<file path="src/rtl/period_meter.sv">
// Period and high-time meter for a slow asynchronous input.
// Results are delivered through a valid/ready handshake.
module period_meter #(
    parameter int               CNT_W     = 26,
    parameter logic [CNT_W-1:0] SAT_COUNT = {CNT_W{1'b1}}
) (
    input  logic             clk_in,
    input  logic             reset,
    input  logic             sig_in,
    input  logic             enable,
    output logic [CNT_W-1:0] period_out,
    output logic [CNT_W-1:0] high_out,
    output logic             valid,
    input  logic             ready,
    output logic             overflow,
    output logic             dropped,
    output logic             busy
);

    typedef enum logic [1:0] {
        IDLE,
        ARM,
        MEASURE
    } state_t;

    state_t           state_q;
    state_t           state_d;
    logic             sync1;
    logic             sync2;
    logic             sync_prev;
    logic             rise;
    logic             enable_q;
    logic [CNT_W-1:0] per_cnt_q;
    logic [CNT_W-1:0] per_cnt_d;
    logic [CNT_W-1:0] hi_cnt_q;
    logic [CNT_W-1:0] hi_cnt_d;
    logic [CNT_W-1:0] cap_period;
    logic [CNT_W-1:0] cap_high;
    logic             capture;
    logic             ovf_hit;

    assign rise       = sync2 & ~sync_prev;
    assign busy       = (state_q != IDLE);
    // The rising-edge cycle itself belongs to the period being closed.
    assign cap_period = per_cnt_q + CNT_W'(1);
    assign cap_high   = hi_cnt_q + CNT_W'(sync2);

    always_comb begin
        state_d   = state_q;
        per_cnt_d = per_cnt_q;
        hi_cnt_d  = hi_cnt_q;
        capture   = 1'b0;
        ovf_hit   = 1'b0;
        if (!enable) begin
            state_d   = IDLE;
            per_cnt_d = '0;
            hi_cnt_d  = '0;
        end else begin
            unique case (state_q)
                IDLE: begin
                    state_d   = ARM;
                    per_cnt_d = '0;
                    hi_cnt_d  = '0;
                end
                ARM: begin
                    if (rise) begin
                        state_d   = MEASURE;
                        per_cnt_d = '0;
                        hi_cnt_d  = '0;
                    end
                end
                MEASURE: begin
                    if (rise) begin
                        capture   = 1'b1;
                        per_cnt_d = '0;
                        hi_cnt_d  = '0;
                    end else if (per_cnt_q == SAT_COUNT) begin
                        ovf_hit   = 1'b1;
                        state_d   = ARM;
                        per_cnt_d = '0;
                        hi_cnt_d  = '0;
                    end else begin
                        per_cnt_d = per_cnt_q + CNT_W'(1);
                        if (sync2) begin
                            hi_cnt_d = hi_cnt_q + CNT_W'(1);
                        end
                    end
                end
                default: state_d = IDLE;
            endcase
        end
    end

    always_ff @(posedge clk_in) begin
        if (!reset) begin
            state_q    <= IDLE;
            sync1      <= 1'b0;
            sync2      <= 1'b0;
            sync_prev  <= 1'b0;
            enable_q   <= 1'b0;
            per_cnt_q  <= '0;
            hi_cnt_q   <= '0;
            period_out <= '0;
            high_out   <= '0;
            valid      <= 1'b0;
            overflow   <= 1'b0;
            dropped    <= 1'b0;
        end else begin
            state_q   <= state_d;
            sync1     <= sig_in;
            sync2     <= sync1;
            sync_prev <= sync2;
            enable_q  <= enable;
            per_cnt_q <= per_cnt_d;
            hi_cnt_q  <= hi_cnt_d;
            if (ovf_hit) begin
                overflow <= 1'b1;
            end
            if (capture) begin
                overflow <= 1'b0;
                if (!valid || ready) begin
                    period_out <= cap_period;
                    high_out   <= cap_high;
                    valid      <= 1'b1;
                end else begin
                    dropped <= 1'b1;
                end
            end else if (valid && ready) begin
                valid <= 1'b0;
            end
            // A fresh enable starts a new session with a clean drop flag.
            if (enable && !enable_q) begin
                dropped <= 1'b0;
            end
        end
    end

endmodule

</file>
<file path="config.mk">
export PLATFORM = sky130hd
export DESIGN_NAME = period_meter
export DESIGN_NICKNAME = d
export VERILOG_FILES = /design/src/rtl/period_meter.sv
export SDC_FILE = /design/constraint.sdc
export NUM_CORES = 1
export LEC_CHECK = 0
export CELL_PAD_IN_SITES_DETAIL_PLACEMENT = 0
export CELL_PAD_IN_SITES_GLOBAL_PLACEMENT = 1
export CORE_MARGIN = 2
export CORE_UTILIZATION = 46
export CTS_CLUSTER_DIAMETER = 60
export DETAILED_ROUTE_END_ITERATION = 8
export PLACE_DENSITY = 0.91
export SLEW_MARGIN = 20
export SYNTH_ARGS = -nofsm -noshare
export SYNTH_HDL_FRONTEND = slang
export SYNTH_SLANG_ARGS = --single-unit
</file>
<file path="constraint.sdc">
create_clock -name clk_in -period 4.7 [get_ports clk_in]
set_input_delay 0.47 -clock clk_in [delete_from_list [all_inputs] [get_ports clk_in]]
set_output_delay 0.47 -clock clk_in [all_outputs]
set_load 0.05 [all_outputs]
</file>
==> reports/results.txt <==
status -> complete, no violations
initial DRC count -> 475
post-synthesis sequential area ratio -> 39.8%
Synth warnings -> 0
first-pass GRT wire length -> 24000 um
Routed Antenna Nets -> 0
die width -> 115 um
vias in the first global route -> 4687
MaxCap Viol Count -> 0
mapped cell area -> 0.00569 mm^2
Post-DP HPWL -> 9880 um
maximum clock frequency -> 339 MHz
core area -> 0.0121 mm^2
CP Class -> in -> reg
cts bufs inserted -> 17
CTS Hold Bufs -> 0
share of cells above drive strength 1 -> 8.94%
# Post-CTS Setup Buffers -> 0
Total Wirelength -> 14500 um
Worst Skew -> 0.00667 ns
CTS tree -> built
Final Hold Viols -> 0
row count -> 40
Clock Pin Slew Worst Setup and Hold Paths -> 0.05 ns
post-placement cell count -> 852
top cells by area in the synthesized netlist -> dfxtp_1 (40%), xnor2_1 (5.5%), o21ai_0 (5.3%)
post-route insts no fill -> 884
Pre-antenna DRT Iters -> 5
pwr/cell area -> 336 mW/mm^2
Worst Path Required -> 5.02 ns
Congestion Overflow GR -> 0
CTS Buffer Depth -> 2
Post-synth EDFFs -> 0
syn avg cell area -> 8.48 um^2
n_diodes -> 0
worst-margin pin slew -> 1.06 ns
root buffer cell -> clkbuf_16
routed len/inst -> 16.4 um
Rel. slew slack -> 28.8%
synthesized instance count -> 671
Post-CTS Resized -> 0
HP Class -> reg -> reg
startpoint types -> input pin
Setup TNS -> 0 ns
Synth top area share -> 39.8%
Num Clock Sinks -> 113
Worst setup EP type -> flop
WP data arrival -> 3.27 ns
Post-Synthesis Net Count -> 680
DR vias -> 5132
total track usage -> 23.0%
Die Y -> 115 um
H-Tree Depth -> 4
post-route clock period utilization -> 62.8%
final setup vio count -> 0
largest net degree at the start of global routing -> 59
Pleak -> 2.56 nW
DRC -> 0
Die ar. -> 0.0133 mm^2
initial antenna violation count -> 0
# nets final -> 712
FFs w/ async S/R, synth -> 0%
Syn-to-layout area delta -> 20.6%
register bit total from synthesis -> 113
fin crit period -> 2.95 ns
RSZ-0062 raised after global routing -> no
Worst Path Max Fanout -> 36
Netlist cell types -> 67
largest area contributor in the netlist -> dfxtp_1
Pins Over Slew Limit -> 0
Initial Util -> 47.2%
DR vias/cell -> 5.81
Primary FF master, synth -> dfxtp_1
Port Buffers -> 60
peak supply drop -> 234 uV
clock latency on the worst-skew pair -> 0.41 ns
I/O pins -> 61
Final GP Congestion -> 0.912
==> flip-flops by register name, indices dropped and copies added (netlist names) <==
register / cells
dropped: 1
enable_q: 1
hi_cnt_q: 26
high_out: 26
overflow: 1
per_cnt_q: 26
period_out: 26
state_q: 2
sync1: 1
sync2: 1
sync_prev: 1
valid: 1
==> area by class of cell <==
class | instances | area (um^2)
multi-input combinational | 492 | 3110
fill | 1139 | 5200
inverter | 14 | 52.6
clock inverter | 11 | 136
tap | 168 | 210
sequential | 113 | 2260
timing repair buffer | 65 | 633
clock buffer | 21 | 460
==> cells in the mapped netlist, types with 14 or more instances <==
cell type,number
nand2_1,69
or3_1,14
nor3_1,29
o21ai_0,60
clkbuf_1,20
nor2_1,30
a21oi_1,54
buf_2,19
inv_1,14
dfxtp_1,113
o211a_1,25
nand3_1,27
xnor2_1,36
a31oi_1,16
nand4_1,16
==> path summary, 6_finish.rpt <==
kind              start      endpoint  slack [ns]  depth (start not counted)
max              enable  hi_cnt_q[25]        1.75                          7
max reg2reg  state_q[1]  hi_cnt_q[25]        2.02                          6
min reg2reg       sync1         sync2        0.45                          1
min               sync1         sync2        0.45                          1
==> critical path, cell delays in order <==
cell	delay, ns
clkdlybuf4s50_1	0.53
nand2_1	0.46
inv_1	0.36
nand2_2	0.29
nor2_4	0.71
o21ai_0	0.22
a31oi_1	0.23
==> cells in the final DEF, fill, tap and decap left out, drive strengths merged, types with 2 or more instances in the layout <==
master	synthesis	final
and3	9	9
nor2b	5	5
a21oi	54	54
nand4	19	19
clkdlybuf4s50	0	59
nor2	31	31
mux2i	4	4
o211ai	2	2
o211a	25	25
clkbuf	20	21
ha	4	4
clkinv	0	7
or2	2	2
o41ai	2	2
and2	8	8
nor4	7	7
dfxtp	113	113
nand3	28	28
nor3b	2	2
o21ai	70	70
a41oi	3	3
xnor2	36	36
nor3	31	31
xor2	10	10
a21o	2	2
or3	15	15
o21a	3	3
a31oi	16	16
inv	14	14
a311oi	5	5
bufinv	0	3
nand2	72	72
o31ai	4	4
nand2b	3	3
buf	32	6
and4	6	6
==> stage by stage <==
stage	setup WS, ns	utilization (%)	hold slack (ns)	power, W	area (um^2)
final	1.75	56.9	0.447	0.00230	6860
after global routing	1.46	56.9	0.458	0.00237	6860
after CTS	1.78	56.9	0.446	0.00232	6860
after detailed placement	1.36	51.9	0.433	0.00104	6260
after global placement	1.54	51.9	0.418	0.00104	6260
after floorplan	2.68	-	0.412	0.00102	5690
==> where the power goes <==
group          leakage (nW)  switching [W]  internal [W]
Clock                 0.296       0.000431      0.000854
Combinational          1.35      0.0000355     0.0000161
Sequential            0.911     0.00000404      0.000962
Total                  2.56       0.000471       0.00183
==> per-layer routing <==
| metal | vias to the layer above | routed length [um] | global-route usage (%) |
|---|---|---|---|
| met5 | - | 0 | 0 |
| met4 | 0 | 336 | 9.80 |
| met3 | 29 | 874 | 5.69 |
| met2 | 170 | 6230 | 32.8 |
| met1 | 2429 | 7070 | 33.0 |
| li1 | 2504 | - | - |
==> kinds of logic (layout without fill, tap and decap cells) <==
group / after synthesis / after routing / share of synthesized area [%]
AND/OR/NAND/NOR: 243 / 243 / 23.9
AO/OA/AOI/OAI: 195 / 195 / 21.9
flip-flops: 113 / 113 / 39.8
buffers and inverters: 66 / 111 / 5.76
XOR/XNOR: 46 / 46 / 7.08
adder cells (fa/ha/maj): 4 / 4 / 0.880
multiplexers: 4 / 4 / 0.704
Note: power is estimated with default switching activity, not from simulation.
